**src/rtl/vga_ctrl.sv**
```systemverilog
// VGA timing generator and pixel output stage (640x480@60 class), one pixel per clk.
// Latency: the address is combinational from the counters; pins lag the counters by DATA_LAT+1 cycles.
// Backpressure: none. The block free-runs; the pixel source must answer within DATA_LAT cycles.
// Optional macro VGA_CTRL_PATTERN_EN adds pattern_sel and an 8-bar colour test pattern.
module vga_ctrl #(
  parameter int H_SYNC   = 96,
  parameter int H_BACK   = 48,
  parameter int H_ACTIVE = 640,
  parameter int H_FRONT  = 16,
  parameter int V_SYNC   = 2,
  parameter int V_BACK   = 33,
  parameter int V_ACTIVE = 480,
  parameter int V_FRONT  = 10,
  parameter int DATA_LAT = 1
) (
  input  logic        clk,
  input  logic        rst,
  input  logic [23:0] vga_data,
`ifdef VGA_CTRL_PATTERN_EN
  input  logic        pattern_sel,
`endif
  output logic [9:0]  h_addr,
  output logic [9:0]  v_addr,
  output logic        addr_valid,
  output logic        hsync,
  output logic        vsync,
  output logic        valid,
  output logic [7:0]  vga_r,
  output logic [7:0]  vga_g,
  output logic [7:0]  vga_b,
  output logic        frame_start,
  output logic [15:0] frame_cnt
);

  localparam int H_TOTAL = H_SYNC + H_BACK + H_ACTIVE + H_FRONT;
  localparam int V_TOTAL = V_SYNC + V_BACK + V_ACTIVE + V_FRONT;

  localparam logic [9:0]  H_LAST    = 10'(H_TOTAL - 1);
  localparam logic [9:0]  V_LAST    = 10'(V_TOTAL - 1);
  localparam logic [9:0]  H_SYN_END = 10'(H_SYNC);
  localparam logic [9:0]  V_SYN_END = 10'(V_SYNC);
  localparam logic [9:0]  H_ACT_BEG = 10'(H_SYNC + H_BACK);
  localparam logic [9:0]  V_ACT_BEG = 10'(V_SYNC + V_BACK);
  // One bit wider: with no front porch the end of active equals the total.
  localparam logic [10:0] H_ACT_END = 11'(H_SYNC + H_BACK + H_ACTIVE);
  localparam logic [10:0] V_ACT_END = 11'(V_SYNC + V_BACK + V_ACTIVE);

  if (H_TOTAL > 1024 || V_TOTAL > 1024) begin : g_bad_total
    $error("vga_ctrl: H_TOTAL and V_TOTAL must not exceed 1024");
  end
  if (DATA_LAT < 1 || DATA_LAT > 4) begin : g_bad_lat
    $error("vga_ctrl: DATA_LAT must be in 1..4");
  end

  logic [9:0]          r_h_cnt;
  logic [9:0]          r_v_cnt;
  logic [DATA_LAT-1:0] r_hs_d;
  logic [DATA_LAT-1:0] r_vs_d;
  logic [DATA_LAT-1:0] r_av_d;
  logic                r_hsync;
  logic                r_vsync;
  logic                r_valid;
  logic [23:0]         r_rgb;
  logic                r_frame_start;
  logic [15:0]         r_frame_cnt;
  logic                r_first_frame;

  logic                w_h_act;
  logic                w_v_act;
  logic                w_hs_raw;
  logic                w_vs_raw;
  logic                w_at_origin;
  logic [DATA_LAT:0]   w_hs_line;
  logic [DATA_LAT:0]   w_vs_line;
  logic [DATA_LAT:0]   w_av_line;
  logic [23:0]         w_pix;

  assign w_h_act     = (r_h_cnt >= H_ACT_BEG) && ({1'b0, r_h_cnt} < H_ACT_END);
  assign w_v_act     = (r_v_cnt >= V_ACT_BEG) && ({1'b0, r_v_cnt} < V_ACT_END);
  assign addr_valid  = w_h_act & w_v_act;
  assign h_addr      = w_h_act ? (r_h_cnt - H_ACT_BEG) : 10'd0;
  assign v_addr      = w_v_act ? (r_v_cnt - V_ACT_BEG) : 10'd0;
  assign w_hs_raw    = ~(r_h_cnt < H_SYN_END);
  assign w_vs_raw    = ~(r_v_cnt < V_SYN_END);
  assign w_at_origin = (r_h_cnt == 10'd0) && (r_v_cnt == 10'd0);

  // Stage 0 of each delay line is the raw value; the register holds stages 1..DATA_LAT.
  assign w_hs_line = {r_hs_d, w_hs_raw};
  assign w_vs_line = {r_vs_d, w_vs_raw};
  assign w_av_line = {r_av_d, addr_valid};

`ifdef VGA_CTRL_PATTERN_EN
  localparam logic [9:0] BAR_W = 10'(H_ACTIVE / 8);

  logic [DATA_LAT-1:0][9:0] r_ha_d;
  logic [DATA_LAT:0][9:0]   w_ha_line;
  logic [2:0]               w_bar_idx;
  logic [23:0]              w_bar;

  assign w_ha_line = {r_ha_d, h_addr};
  assign w_bar_idx = 3'(r_ha_d[DATA_LAT-1] / BAR_W);
  // Bars run white, yellow, cyan, green, magenta, red, blue, black: R off for idx[1], G for idx[2], B for idx[0].
  assign w_bar     = {{8{~w_bar_idx[1]}}, {8{~w_bar_idx[2]}}, {8{~w_bar_idx[0]}}};
  assign w_pix     = pattern_sel ? w_bar : vga_data;

  // Column delay line so the bar index lines up with the vga_data path.
  always_ff @(posedge clk) begin
    if (!rst) r_ha_d <= '0;
    else      r_ha_d <= w_ha_line[DATA_LAT-1:0];
  end
`else
  assign w_pix = vga_data;
`endif

  // Horizontal/vertical position counters; vertical steps on every line wrap.
  always_ff @(posedge clk) begin
    if (!rst) begin
      r_h_cnt <= 10'd0;
      r_v_cnt <= 10'd0;
    end else if (r_h_cnt == H_LAST) begin
      r_h_cnt <= 10'd0;
      r_v_cnt <= (r_v_cnt == V_LAST) ? 10'd0 : r_v_cnt + 10'd1;
    end else begin
      r_h_cnt <= r_h_cnt + 10'd1;
    end
  end

  // Delay syncs and blank by the source latency; reset flushes them to inactive.
  always_ff @(posedge clk) begin
    if (!rst) begin
      r_hs_d <= '1;
      r_vs_d <= '1;
      r_av_d <= '0;
    end else begin
      r_hs_d <= w_hs_line[DATA_LAT-1:0];
      r_vs_d <= w_vs_line[DATA_LAT-1:0];
      r_av_d <= w_av_line[DATA_LAT-1:0];
    end
  end

  // Pin register: samples delayed timing together with the returning pixel; colour forced to 0 in blanking.
  always_ff @(posedge clk) begin
    if (!rst) begin
      r_hsync <= 1'b1;
      r_vsync <= 1'b1;
      r_valid <= 1'b0;
      r_rgb   <= 24'd0;
    end else begin
      r_hsync <= r_hs_d[DATA_LAT-1];
      r_vsync <= r_vs_d[DATA_LAT-1];
      r_valid <= r_av_d[DATA_LAT-1];
      r_rgb   <= r_av_d[DATA_LAT-1] ? w_pix : 24'd0;
    end
  end

  // Frame pulse and counter; the frame that starts right after reset is not counted as completed.
  always_ff @(posedge clk) begin
    if (!rst) begin
      r_frame_start <= 1'b0;
      r_frame_cnt   <= 16'd0;
      r_first_frame <= 1'b1;
    end else begin
      r_frame_start <= w_at_origin;
      if (w_at_origin) begin
        if (r_first_frame) r_first_frame <= 1'b0;
        else               r_frame_cnt   <= r_frame_cnt + 16'd1;
      end
    end
  end

  assign hsync       = r_hsync;
  assign vsync       = r_vsync;
  assign valid       = r_valid;
  assign vga_r       = r_rgb[23:16];
  assign vga_g       = r_rgb[15:8];
  assign vga_b       = r_rgb[7:0];
  assign frame_start = r_frame_start;
  assign frame_cnt   = r_frame_cnt;

endmodule

```
**config.mk**
```make
export PLATFORM = sky130hd
export DESIGN_NAME = vga_ctrl
export DESIGN_NICKNAME = d
export VERILOG_FILES = /design/src/rtl/vga_ctrl.sv
export SDC_FILE = /design/constraint.sdc
export NUM_CORES = 1
export LEC_CHECK = 0
export ABC_AREA = 1
export CAP_MARGIN = 20
export CORE_ASPECT_RATIO = 1.2
export CORE_UTILIZATION = 35
export CTS_BUF_LIST = sky130_fd_sc_hd__clkbuf_8
export DETAILED_ROUTE_END_ITERATION = 10
export HOLD_SLACK_MARGIN = 0.1
export PLACE_DENSITY = 0.63
export SYNTH_ARGS = -nofsm -noshare
export SYNTH_HDL_FRONTEND = slang
export SYNTH_SLANG_ARGS = --single-unit
export TNS_END_PERCENT = 30
```
**constraint.sdc**
```tcl
create_clock -name clk -period 3 [get_ports clk]
set_clock_uncertainty 0.05 [all_clocks]
set_input_delay 0.6 -clock clk [delete_from_list [all_inputs] [get_ports clk]]
set_output_delay 0.6 -clock clk [all_outputs]
set_load 0.01 [all_outputs]
```
* Yosys cells after proc, flatten, opt, wreduce, memory -nomap -nowiden
Index checks and enable logic that the tools add are counted. Widths: inputs -> output; s select.
Cells by class: eq/ne operators 2, add/sub/neg operators 5, reduce and logical (&&, ||, !) cells 8, order comparisons 6, bitwise operators 5, multiplexer cells 3
Operators by type and width (count):
- $mux 10 | 3
- $add 10x1->10 const B | 2
- $eq 10x10->1 const B | 2
- $logic_not 10->1 | 2
- $lt 10x10->1 const B | 2
- $add 16x1->16 const B | 1
- $ge 10x6->1 const B | 1
- $ge 10x8->1 const B | 1
- $lt 10x2->1 const B | 1
- $lt 10x7->1 const B | 1
- $sub 10x6->10 const B | 1
- $sub 10x8->10 const B | 1
- $not 1->1 | 4
- $reduce_and 2->1 | 2
- $logic_and 1x1->1 | 3
- $reduce_or 2->1 | 1
- $and 1x1->1 | 1
Word-level totals: flip-flop bits (word level) 68, logic and storage cells 41, output and inout port bits 65, input bits 26

* Depth between registers and ports, before layout
Gate-level depths: netlist (run 1).
depth in word-level cells 3, mapped depth 10, depth with buffers taken out 10

* Worst setup path before layout (run 1)
Ideal clock, no wire load.
path type flip-flop to output port, start register r_h_cnt[4], end output h_addr[7], required time 2350 ps, setup slack 875 ps, cell stages (with the launch flop) 9, data arrival time 1475 ps, buffers on the path 1, cell sequence dfxtp_1 inv_1 ha_1 nand2_1 nand2_1 nand2_1 o21ai_1 buf_2 nor3_1
On the way: cells in the longest elaborated chain, start to end 3, elaborated cells on any way between the ends 5, those cells by class add/sub: 1; order compare: 2; mux: 1; reduce/logical: 1
RTL lines:
- start, declared | line 55 | logic [9:0] r_h_cnt;
- start signal, assigned | line 124 | r_h_cnt <= r_h_cnt + 10'd1;
- $ge 10x8->1 / $lt 10x10->1 (equally long branches) | line 78 | assign w_h_act = (r_h_cnt >= H_ACT_BEG) && ({1'b0, r_h_cnt} < H_ACT_END);
- $logic_and 1x1->1 | line 78
- $mux 10 * | line 81 | assign h_addr = w_h_act ? (r_h_cnt - H_ACT_BEG) : 10'd0;
- end, declared | line 22 | output logic [9:0] h_addr,
Mark *: on every way between the ends. The rest lies on a longest branch, timed or not.

* Worst setup path after layout (run 1)
start register r_h_cnt[4], end output h_addr[0]
On the way: cells in the longest elaborated chain, start to end 3, elaborated cells on any way between the ends 4, those cells by class order compare: 2; mux: 1; reduce/logical: 1
RTL lines (line):
- $ge 10x8->1 / $lt 10x10->1 (equally long branches) | 78
- $logic_and 1x1->1 * | 78
- $mux 10 * | 81
Marked as above.

==> results of run 1 <==
worst register-to-register path, cell delays in order (launching register included):
cell and delay (ps):
dfxtp_4 370, inv_1 90, ha_1 200, nand2_1 100, nor2_1 110, nand2_1 60
nor2_1 90, nand3_1 370, nand2_1 180, a21oi_1 70
final cells by class:
cell class                 count  area [um^2]
fill                         965         4791
multi-input combinational    336         1680
sequential                    68         1368
timing repair buffer          96        962.2
inverter                      77        289.0
tap                          123        153.9
clock buffer                   9        123.9
clock inverter                 7        98.84
registers in the layout, summed over array words and instances, names as in the netlist:
register       cells
r_rgb             24
r_h_cnt           10
r_first_frame      1
frame_start        1
r_av_d             1
r_hs_d             1
vsync              1
valid              1
r_vs_d             1
r_v_cnt           10
frame_cnt         16
hsync              1
kinds of logic (layout without fill, tap and decap cells):
family	after synthesis	in the layout
flops	68	68
simple gates	273	273
buf+inv	89	189
compound gates	45	45
fa+ha+maj	8	8
xor+xnor	10	10
synth_stat cells (all sizes together) (4+ instances only):
cell type  number
nor2          103
nand2          98
inv            75
dfxtp          68
nand3          34
a21oi          27
nand4          19
o21ai          13
nor3            9
xor2            9
ha              8
buf             7
clkbuf          5
or2             4
per-layer routing:
layer / up-vias / GRT usage [%] / wire length, um
met4: 0 / 9.598 / 161
met1: 1509 / 18.89 / 3563
met2: 97 / 30.22 / 4446
met3: 14 / 4.426 / 415
met5: - / 0 / 0
li1: 1736 / - / -
per-stage QoR:
stage	cell area [um^2]	hold slack, ps	utilization (%)	instances	power (W)
4_1_cts	4642	378.3	49.04	716	0.001938
3_3_place_gp	4415	350.2	46.64	700	0.001077
5_1_grt	4676	399.1	49.39	716	0.001998
6_report	4676	373.4	49.39	716	0.001909
3_5_place_dp	4415	353.8	46.64	700	0.001081
2_1_floorplan	3397	342.5	-	493	0.001018
worst min-delay path by stage:
| stage | from | endpoint | depth (start not counted) |
|---|---|---|---|
| 2_1_floorplan | r_hs_d | hsync | 1 |
| 3_3_place_gp | r_vs_d | vsync | 1 |
| 3_5_place_dp | r_vs_d | vsync | 1 |
| 4_1_cts | r_vs_d | vsync | 1 |
| 5_1_grt | r_vs_d | vsync | 1 |
| 6_report | r_vs_d | vsync | 1 |
power groups by stage:
stage	Clock (W)	Combinational, W	Sequential (W)
floorplan	0	0.0000727	0.000945
global placement	0	0.000133	0.000944
detailed placement	0	0.000136	0.000944
CTS	0.000880	0.000137	0.000922
global route	0.000922	0.000152	0.000924
finish	0.000853	0.000134	0.000922
repair_timing:
action / CTS / global route
pin swaps: 0 / 0
resized for setup: 7 / 13
setup endpoints to repair: 19 / 18
endpoints found under the hold margin: 0 / 0
==> summary.txt, run 1 <==
Hold path
  • Worst hold-check path type: flop to flop

Pwr
  • Reg power frac: 48.3%
  • PwrDens: 408.3 mW/mm^2
  • Sw Pwr: 0.0004607 W
  • VDD IR-drop max: 0.0001724 V
  • Logic pwr share: ~7%
  • Clk pwr share: 44.7%
  • Leakage: approximately 2.1 nW
  • Internal Power: 0.001448 W
  • Sw frac: 24.13%

Global routing
  • First-pass GRT wire length: about 14000 um
  • GRT Util Overall: 17.18%
  • Initial antenna violation count: 0
  • Global route total overflow: 0
  • Vias in the first global route: 3016
  • Largest net degree at the start of global routing: 26

Setup path
  • R2R setup slack: approximately 1200 ps
  • WP data required: between 2000 and 2500 ps
  • Crit path kind: flop to output port
  • Critical path endpoint: h_addr[0]
  • Crit path DAT: 2250 ps
  • R2R Path End: frame_cnt[12]
  • Crit. End Element: output port
  • Critical path's largest stage delay: 470 ps
  • Critical-path cell list: inv_1, ha_1, nand2_1, nand2_1, nand2_1, o21ai_2, buf_4, nor2_1, clkdlybuf4s50_1
  • Slowest cell on the critical path: clkdlybuf4s50_1
  • Crit path max fanout: 8
  • Critical Path Start Type: flop
  • Launch point of the worst path: r_h_cnt[4]
  • Crit. path cell count: 9
  • CP top delay family: buffers and inverters
  • Critical path buffers and inverters: 3
  • R2R cell count: 9
  • Crit path top cell by count: nand2_1
  • Worst r2r src: r_h_cnt[4]

Logic synthesis
  • Synth Area in Simple Gates: a little over a third
  • Sequential area share after synthesis: 40.07%
  • Yosys reg bits: 68
  • Syn Area/Cell: 6.890 um^2
  • Synthesized instance count: 493
  • Post-synth EDFFs: 0
  • Asr flop ratio synth: 0%
  • Synth Area in Compound Gates: 7.035%
  • Synth Area in Adders: 2.947%
  • Distinct cell type count of the synthesized netlist: 33
  • Area fraction of the dominant cell type after synthesis: 40.07%
  • Main combinational cell family by area after synthesis: simple AND/OR/NAND/NOR gates
  • Yosys warning count: 0
  • Mapped Nets: 527
  • Post-synthesis xor/xnor area fraction: 2.578%
  • Mux cell area share after synthesis: 0%
  • Yosys top cell by area: dfxtp_1
  • Area contributors post-synth: dfxtp_1, nand2_1, nor2_1
  • Top FF cell, synth: dfxtp_1
  • Post-Syn Area: approximately 0.0034 mm^2

Timing
  • Post-route setup slack: 104.1 ps
  • Setup TNS: 0 ps
  • RSZ-0062 raised after global routing: true
  • Rel. slew slack: 66.17%
  • Max Slew Vio Count: 0
  • Hold Fails Final Rpt: 0
  • FMAX: roughly 350 MHz
  • Final setup fails: 0
  • Crit path time final: 2896 ps
  • Worst-Margin Slew: 504.3 ps
  • Period Utilization, post-route: between 90% and 100%

Clocking
  • CTS Hold Bufs: 0
  • Post-CTS Setup Inserts: 0
  • Clk buf depth: 2
  • Clock-pin slew on the worst setup and hold paths: 80 ps
  • Sink Count: 68
  • Clk root buf: clkbuf_8
  • Total CTS buffers: 9
  • CTS tree: done
  • Clk Latency, worst-skew pair: 350 ps
  • CTS H-Tree Depth: 3

Routing
  • Via Count: 3356
  • Drt pass-1 iters: 4
  • DRT iter0 DRCs: 97
  • Total Wirelength: 8587 um
  • Antenna-violating nets left: 0
  • Vias per inst: roughly 4.7
  • # DRC: 0
  • Routed len/inst: 11.99 um

Final layout
  • Commonest non-fill, non-tap cells in the layout: nand2_1, nor2_1, clkdlybuf4s50_1
  • Diodes inserted: 0
  • Layout area overhead: 37.64%
  • # nets final: 622
  • Ratio of cells with drive above 1 in the final layout: about 8.3%
  • Most common cell after layout, fill and taps aside: nand2_1

Job
  • Max_cap viols: 0

Placement
  • Pre-CTS setup slack: 249.3 ps
  • Placed wire-length estimate: 6459 um
  • PortBufs: 90
  • Global placer's final weighted congestion: 0.9224

Outcome
  • Outcome: finished, final reports clean

Die
  • Core Region: 0.009467 mm^2
  • Die ar.: between 0.01 and 0.015 mm^2
  • Die height: 109.9 um
  • Die width: 91.94 um
  • Initial core utilization: a little over a third
  • Placement row count: 39
  • I/O pin count: 91
Power figures use the tool's default switching activity.
==> inputs of run 2 (changes only) <==
--- a/config.mk
+++ b/config.mk
@@ -13,6 +13,7 @@
 export DETAILED_ROUTE_END_ITERATION = 10
 export HOLD_SLACK_MARGIN = 0.1
 export PLACE_DENSITY = 0.63
+export SLEW_MARGIN = 30
 export SYNTH_ARGS = -nofsm -noshare
 export SYNTH_HDL_FRONTEND = slang
 export SYNTH_SLANG_ARGS = --single-unit
==> results of run 2 <==
Final layout, timing and power as in run 1 (identical DEF).
==> inputs of run 3 (changes only) <==
--- a/config.mk
+++ b/config.mk
@@ -6,13 +6,14 @@
 export NUM_CORES = 1
 export LEC_CHECK = 0
 export ABC_AREA = 1
-export CAP_MARGIN = 20
+export CAP_MARGIN = 25
 export CORE_ASPECT_RATIO = 1.2
 export CORE_UTILIZATION = 35
-export CTS_BUF_LIST = sky130_fd_sc_hd__clkbuf_8
+export CTS_BUF_LIST = sky130_fd_sc_hd__clkbuf_4
 export DETAILED_ROUTE_END_ITERATION = 10
 export HOLD_SLACK_MARGIN = 0.1
 export PLACE_DENSITY = 0.63
+export SKIP_LAST_GASP = 1
 export SLEW_MARGIN = 30
 export SYNTH_ARGS = -nofsm -noshare
 export SYNTH_HDL_FRONTEND = slang
==> summary.txt, run 3 (synthesized netlist as in run 1, its figures left out) <==
Outcome
  • Outcome: finished, final reports clean

Pwr
  • PwrDens: 380.3 mW/mm^2 (-6.9%)
  • Internal Power: 0.001318 W (-9.0%)
  • Sw Pwr: 0.0004494 W (-2.4%)
  • Leakage: 2.085 nW (-2.5%)
  • Sw frac: 25.42% (+1.3 points)
  • Logic pwr share: 7.7% (+0.7 points)
  • Reg power frac: 52.2% (+3.9 points)
  • VDD IR-drop max: 0.0001803 V (+4.6%)
  • Total power draw: 0.001768 W (-7.4%)
  • Clk pwr share: 40.2% (-4.5 points)

Final layout
  • Diodes inserted: 0 (unchanged)
  • Top reg by flops: r_rgb
  • Fillers: 954 (-1.1%)
  • Layout area overhead: 36.83%
  • Max reg flops: 24 (unchanged)
  • Most common cell after layout, fill and taps aside: nand2_1
  • Commonest non-fill, non-tap cells in the layout: nand2_1, nor2_1, clkdlybuf4s50_1
  • # nets final: 624 (+0.32%)
  • Final core utilization: 49.10% (-0.29 points)
  • Ratio of cells with drive above 1 in the final layout: 9.244% (+0.98 points)

Clocking
  • CTS H-Tree Depth: 3 (unchanged)
  • CTS tree: done
  • Clk buf depth: 2 (unchanged)
  • Clock-pin slew on the worst setup and hold paths: 120 ps (+40 ps)
  • Clk Latency, worst-skew pair: 450 ps (+100 ps)
  • CTS Hold Bufs: 0 (unchanged)
  • Clk root buf: clkbuf_4
  • Sink Count: 68 (unchanged)
  • Total CTS buffers: 9 (unchanged)

Placement
  • Placed wire-length estimate: 6459 um (unchanged)
  • Pre-CTS setup slack: 249.3 ps (unchanged)
  • PortBufs: 90 (unchanged)
  • Global placer's final weighted congestion: 0.9224 (unchanged)

Global routing
  • First-pass GRT wire length: 13580 um (+0.31%)
  • Largest net degree at the start of global routing: 26 (unchanged)
  • Vias in the first global route: 3014 (-0.066%)
  • Global route total overflow: 0 (unchanged)
  • GRT Util Overall: 17.28% (+0.10 points)
  • Initial antenna violation count: 0 (unchanged)

Routing
  • Via Count: 3400 (+1.3%)
  • Antenna-violating nets left: 0 (unchanged)
  • Total Wirelength: 8607 um (+0.23%)
  • Vias per inst: 4.735 (+1.0%)
  • # DRC: 0 (unchanged)
  • Routed len/inst: 11.99 um (about the same)
  • DRT iter0 DRCs: 96 (-1.0%)
  • Drt pass-1 iters: 6 (+2)

Die
  • Core Region: 0.009467 mm^2 (unchanged)
  • Die ar.: 0.01011 mm^2 (unchanged)
  • Placement row count: 39 (unchanged)
  • Die width: 91.94 um (unchanged)
  • I/O pin count: 91 (unchanged)
  • Die height: 109.9 um (unchanged)
  • Initial core utilization: 35.88% (unchanged)

Setup path
  • Crit. End Element: output port
  • Critical Path Start Type: flop
  • WP data required: 2350 ps (about the same)
  • Critical path's largest stage delay: 540 ps (+70 ps)
  • Slowest cell on the critical path: clkdlybuf4s50_1
  • Crit path max fanout: 6 (-2)
  • Crit path top cell by count: nand2_1
  • Critical-path cell list: inv_1, ha_1, nand2_1, nand2_1, nand2_2, o21ai_4, buf_4, nor2_1, clkdlybuf4s50_1
  • Crit path kind: flop to output port
  • Crit path DAT: 2310 ps (+60 ps)

Job
  • Max_cap viols: 0 (unchanged)

Timing
  • Rel. slew slack: 65.37% (-0.80 points)
  • Hold Fails Final Rpt: 0 (unchanged)
  • Worst-Margin Slew: 516.3 ps (+11.91 ps)
  • Period Utilization, post-route: 98.71% (+2.2 points)
  • FMAX: 337.7 MHz (-2.2%)
  • Post-route setup slack: 38.75 ps (-65.39 ps)
  • RSZ-0062 raised after global routing: true
  • Max Slew Vio Count: 0 (unchanged)
  • Crit path time final: 2961 ps (+65.39 ps)
  • Final setup fails: 0 (unchanged)

Hold path
  • Worst hold-check path type: flop to flop
==> run 3: cell count changes in the layout (fill, tap and decap cells not counted), sizes merged <==
cell           previous run  this run
dlymetal6s2s              8         5
buf                       6         8
dlygate4sd2               3         5
clkdlybuf4s50            79        80
==> run 3: cell type report <==
| cell class | instances | area, um^2 | share of cell area, % |
|---|---|---|---|
| Multi-Input combinational cell | 336 | 1697 | 36.50 |
| Timing Repair Buffer | 98 | 970.9 | 20.89 |
| Clock buffer | 9 | 67.56 | 1.454 |
| Tap cell | 123 | 153.9 | 3.311 |
| Sequential cell | 68 | 1371 | 29.50 |
| Clock inverter | 7 | 98.84 | 2.127 |
| Inverter | 77 | 289.0 | 6.218 |
==> run 3: per-stage QoR <==
stage / hold WS, ps / area [um^2] / instances / TNS [ps]
after floorplan: 342.5 / 3397 / 493 / 0
after global placement: 350.2 / 4415 / 700 / 0
after detailed placement: 353.8 / 4415 / 700 / 0
after CTS: 389.0 / 4607 / 717 / -115.9
after global routing: 408.2 / 4648 / 718 / -1006
final: 390.0 / 4648 / 718 / 0
==> run 3: repair_timing <==
action | 4_1_cts | 5_1_grt
setup endpoints to repair | 21 | 17
gates resized for setup | 16 | 10
pin swaps | 0 | 2
buffers inserted | 1 | 1
==> run 3: layer usage <==
metal / share of wire, % / up-vias / GRT usage [%]
met5: 0 / - / 0
met4: 1.4 / 0 / 9.821
met3: 5.7 / 11 / 4.219
met2: 52 / 96 / 30.86
li1: - / 1749 / -
met1: 41 / 1544 / 18.73
==> run 3: worst max-delay path: cells and delay by family (launching register included) <==
kind                     cells  cell delay, ps
buffers and inverters        3             780
flip-flops                   1             390
adder cells (fa/ha/maj)      1             220
AO/OA/AOI/OAI                1              70
AND/OR/NAND/NOR              4             410
==> run 3: path summary, 6_finish.rpt <==
check / slack [ps] / from / end / depth (start not counted)
min: 390 / r_vs_d / vsync / 1
max reg2reg: 1180 / r_h_cnt[5] / frame_cnt[11] / 9
max: 40 / r_h_cnt[5] / addr_valid / 9
min reg2reg: 390 / r_vs_d / vsync / 1
==> run 3: power groups by stage <==
stage | registers [W] | clock network, W | logic (W)
finish | 0.000922 | 0.000710 | 0.000136
global route | 0.000925 | 0.000774 | 0.000153
CTS | 0.000922 | 0.000736 | 0.000137
detailed placement | 0.000944 | 0 | 0.000136
global placement | 0.000944 | 0 | 0.000133
floorplan | 0.000945 | 0 | 0.0000727
==> RTL change 1, RTL diff (config.mk and constraints of run 2) <==
Build with the macro `VGA_CTRL_PATTERN_EN` defined.
--- a/src/rtl/vga_ctrl.sv
+++ b/src/rtl/vga_ctrl.sv
@@ -2,6 +2,8 @@
 // Latency: the address is combinational from the counters; pins lag the counters by DATA_LAT+1 cycles.
 // Backpressure: none. The block free-runs; the pixel source must answer within DATA_LAT cycles.
 // Optional macro VGA_CTRL_PATTERN_EN adds pattern_sel and an 8-bar colour test pattern.
+`define VGA_CTRL_PATTERN_EN
+
 module vga_ctrl #(
   parameter int H_SYNC   = 96,
   parameter int H_BACK   = 48,
Interface: changed (added pattern_sel); port bits go from 91 to 92. No check against the original RTL was run, so the function may have changed too.
==> RTL change 1 against run 2 <==
- sequential cell count grew 6
- design area increased by 7.0%
- worst setup slack got worse by 0.055 ns
- worst hold slack worse by 0.0031 ns
- power rose by 4.2%
- synthesized area up 8.4%
- sequential power increased by 8.4%
- critical path type unchanged
- core utilization up 0.11 points
- routed wire length increased by 4.7%
- critical path depth did not move
- clock power hardly changed
- highest routed layer unchanged
==> RTL change 1: results (changes against run 2) <==
seq_cells=74 (+8.8%); metal3 WL=588 um (+42%); Leak=0.002253 uW (+5.4%); Iter 0 DRT Violations=123 (+27%); synth cell count leaders=109 x nand2_1, 74 x dfxtp_1, 62 x inv_1; CP Max Fanout=12 (+4); GRT Total Usage=17.21% (+0.032 points); routability cong.=0.8947 (-3.0%); share of layout cells above drive strength 1=13.46% (+5.2 points); synth top area cells=dfxtp_1 40%, nand2_1 11%, inv_1 6.3%; Total Power=1988 uW (+4.2%); Power Dens Cells=397.3 nW/um^2 (-2.7%); vias in the first global route=3371 (+12%); routing usage on met1=20.82% (+1.9 points); Peak supply drop=0.2346 mV (+36%); largest net degree at the start of global routing=28 (+7.7%); routed len/inst=12.35 um (+3.0%); Seq area share=29.73% (+0.48 points); first-pass GRT wire length=14950 um (+10%); met2 Use GR=29.52% (-0.70 points); Post-DP Area=4723 um^2 (+7.0%); outcome=finished clean; Setup WS pre-CTS=0.2927 ns (+0.04340 ns); Multi-In Gates=346 (+3.0%); dpl cells=709 (+1.3%); cts repair resizes=6 (-1); post-synthesis cell type count=42 (+27%); clock buf count=10 (+1); # port buffers=91 (+1.1%); drt total wl=8992 um (+4.7%); FILL cells=1013 (+5.0%); Slew HR=55.62% (-11 points); # nets final=633 (+1.8%); WL met1=3945 um (+11%); Signal buf overhead=19.17% (-1.4 points)
-- RTL change 1: cell types whose count changed after synthesis, moves of 8 or more --
cell and delta:
a21oi_1 +13, inv_1 -12, nand2_1 +14, nand3_1 -8, nand4_1 -11, nor2_1 -48
nor3_1 +12
-- RTL change 1: cell families (layout without fill, tap and decap cells) --
| logic type | after synthesis | after routing | synth area share (%) |
|---|---|---|---|
| buffers and inverters | 81 | 182 | 8.695 |
| xor gates and xnor gates | 17 | 17 | 4.042 |
| AOI/OAI and AO/OA | 71 | 71 | 11.45 |
| and+or+nand+nor | 248 | 249 | 32.54 |
| DFF | 74 | 74 | 40.22 |
| adders and majority gates | 9 | 9 | 3.057 |
-- RTL change 1: path summary, 6_finish.rpt --
check | slack, ns | startpoint | cells past startpoint | endpoint
setup / recovery | 0.05 | r_v_cnt[0] | 9 | v_addr[1]
hold / removal | 0.37 | r_vs_d | 1 | vsync
setup reg to reg | 1.16 | r_h_cnt[5] | 8 | r_v_cnt[3]
hold reg to reg | 0.37 | r_vs_d | 1 | vsync
==> RTL change 2, RTL diff (settings of run 2) <==
Without the edit above. The output `frame_start` loses its register stage (`r_frame_start` becomes a continuous assignment).
--- a/src/rtl/vga_ctrl.sv
+++ b/src/rtl/vga_ctrl.sv
@@ -156,17 +156,17 @@
   // Frame pulse and counter; the frame that starts right after reset is not counted as completed.
   always_ff @(posedge clk) begin
     if (!rst) begin
-      r_frame_start <= 1'b0;
       r_frame_cnt   <= 16'd0;
       r_first_frame <= 1'b1;
     end else begin
-      r_frame_start <= w_at_origin;
       if (w_at_origin) begin
         if (r_first_frame) r_first_frame <= 1'b0;
         else               r_frame_cnt   <= r_frame_cnt + 16'd1;
       end
     end
   end
+
+  assign r_frame_start = w_at_origin;
 
   assign hsync       = r_hsync;
   assign vsync       = r_vsync;
Behaviour: not the same (Yosys sat finds a counterexample within 4 cycles, from zero or initial values and one cycle with rst low).
==> RTL change 2 against run 2 <==
- global-route usage increased by 1.3 points
- largest cell class unchanged
- largest power group unchanged
- count of clock-buffer cells in the layout unchanged
- synthesized area increased by 0.88%
- core utilization increased by 0.34 points
- clock power increased by 0.6%
- worst setup slack improved by 0.076 ns
- routed wire length increased by 5.0%
- power about the same
- die area increased by 0.86%
- critical path type unchanged
- sequential cell count decreased by 1
- design area increased by 1.2%
==> RTL change 2: results (changes against run 2) <==
initial antenna violation count=0 (unchanged); share of layout cells above drive strength 1=8.539% (+0.28 points); routability cong.=0.8486 (-8.0%); CP Max Fanout=12 (+4); hold worst-path end=hsync; clk slew on worst S/H paths=0.07 ns; first-pass GRT wire length=14700 um (+8.6%); # Post-CTS Setup Buffers=0 (unchanged); outcome=finished clean; # port buffers=90 (unchanged); Slew HR=45.78% (-20 points); synthesized netlist net count=544 (+3.2%); CP max stage delay=0.56 ns (+0.09 ns); Leak=0.002346 uW (+9.7%); R2R Setup Slk=1.00 ns (-0.20 ns); FFs w/ async S/R, synth=0% (unchanged); synth cell count leaders=103 x nand2_1, 94 x nor2_1, 78 x inv_1; FF-to-FF End=r_h_cnt[3]; YS warnings=0 (unchanged); post-synthesis cell type count=30 (-9.1%); grt total ovfl=0 (unchanged); CP max stage cell=clkdlybuf4s50_1; Avg Cell Area, Syn=6.720 um^2 (-2.5%); routed len/inst=12.32 um (+2.7%); Iter 0 DRT Violations=141 (+45%); # nets final=638 (+2.6%); worst min-delay path category=reg -> reg; max reg flops=24 (unchanged); # diodes=0 (unchanged); DR pass1 iterations=4 (unchanged); vias per cell=4.669 (-0.38%); dpl cells=716 (+2.3%); top_reg_cell synth=dfxtp_1; synth top area cells=dfxtp_1 39%, nand2_1 11%, nor2_1 10%; R2R cell count=8 (-1); worst hold path depth=1 (unchanged); vias in the first global route=3152 (+4.5%); CTS buffer count=9 (unchanged); critical path arrival=2.17 ns (-0.08 ns); drt total wl=9020 um (+5.0%); share of the yosys chip area belonging to registers=39.14% (-0.94 points); hold_sp=r_hs_d; Peak supply drop=0.2776 mV (+61%); GRT Total Usage=18.52% (+1.3 points); Longest Clk Path Bufs=2 (unchanged); HPWL after DPL=6754 um (+4.6%); cts repair resizes=5 (-2); worst reg2reg startpoint=r_h_cnt[0]
RTL change 2: cell count changes after synthesis, moves of 4 or more:
cell     change
nor2_4       -5
nand4_1      -6
inv_1        +4
nor3_1       +4
nor2_2       +8
nand3_1      +4
nand2_1      +8
RTL change 2: metrics by stage:
| stage | power (uW) | hold WS (ns) | instance area (um^2) | setup slack, ns |
|---|---|---|---|---|
| 3_5_place_dp | 1070 | 0.3517 | 4438 | 0.1560 |
| 3_3_place_gp | 1069 | 0.3467 | 4438 | 0.1680 |
| 5_1_grt | 1991 | 0.3871 | 4732 | 0.02054 |
| 2_1_floorplan | 1005 | 0.3425 | 3427 | 0.9497 |
| 6_report | 1907 | 0.3661 | 4732 | 0.1798 |
| 4_1_cts | 1934 | 0.3690 | 4673 | 0.009779 |
RTL change 2: layout make-up:
type	instances	area, um^2
Sequential cell	67	1343
Timing Repair Buffer	95	974.7
Fill cell	987	4783
Inverter	83	311.5
Clock inverter	7	100.1
Clock buffer	9	123.9
Multi-Input combinational cell	348	1725
Tap cell	123	153.9
RTL change 2: worst max-delay path by stage:
stage / startpoint / slack (ns) / cells after the start / to
floorplan: r_h_cnt[4] / 0.95 / 8 / h_addr[9]
global placement: r_v_cnt[0] / 0.17 / 8 / v_addr[5]
detailed placement: r_h_cnt[5] / 0.16 / 7 / h_addr[9]
CTS: r_h_cnt[5] / 0.01 / 7 / h_addr[9]
global route: r_v_cnt[0] / 0.02 / 8 / v_addr[2]
finish: r_v_cnt[0] / 0.18 / 8 / v_addr[2]
RTL change 2: cells by family (layout without fill, tap and decap cells):
family / count (synthesis) / count (layout) / synth area share (%)
AO/OA/AOI/OAI: 43 / 43 / 6.499
adder cells (fa/ha/maj): 8 / 8 / 2.921
buffers and inverters: 95 / 194 / 11.46
AND/OR/NAND/NOR: 284 / 284 / 36.66
XOR/XNOR: 13 / 13 / 3.322
flip-flops: 67 / 67 / 39.14
RTL change 2: worst max-delay path: cells and delay by family, from the launching register on:
| family | cells | cell delay [ns] |
|---|---|---|
| buffers and inverters | 2 | 0.65 |
| adder cells (fa/ha/maj) | 1 | 0.21 |
| AND/OR/NAND/NOR | 5 | 0.59 |
| flip-flops | 1 | 0.38 |
RTL change 2: layer usage:
| layer | up-vias | part of all wire [%] | global-route usage (%) |
|---|---|---|---|
| met2 | 105 | 48 | 30.05 |
| met3 | 5 | 6.7 | 6.927 |
| met4 | 0 | 0.96 | 6.027 |
| met1 | 1535 | 45 | 22.69 |
| li1 | 1773 | - | - |
| met5 | - | 0 | 0 |
RTL change 2: power by group:
group          leakage (uW)  internal (uW)  switching [uW]
clock              0.000114            475             383
sequential         0.000543            899            9.25
combinational       0.00169           63.1            77.1
total               0.00235           1440             470
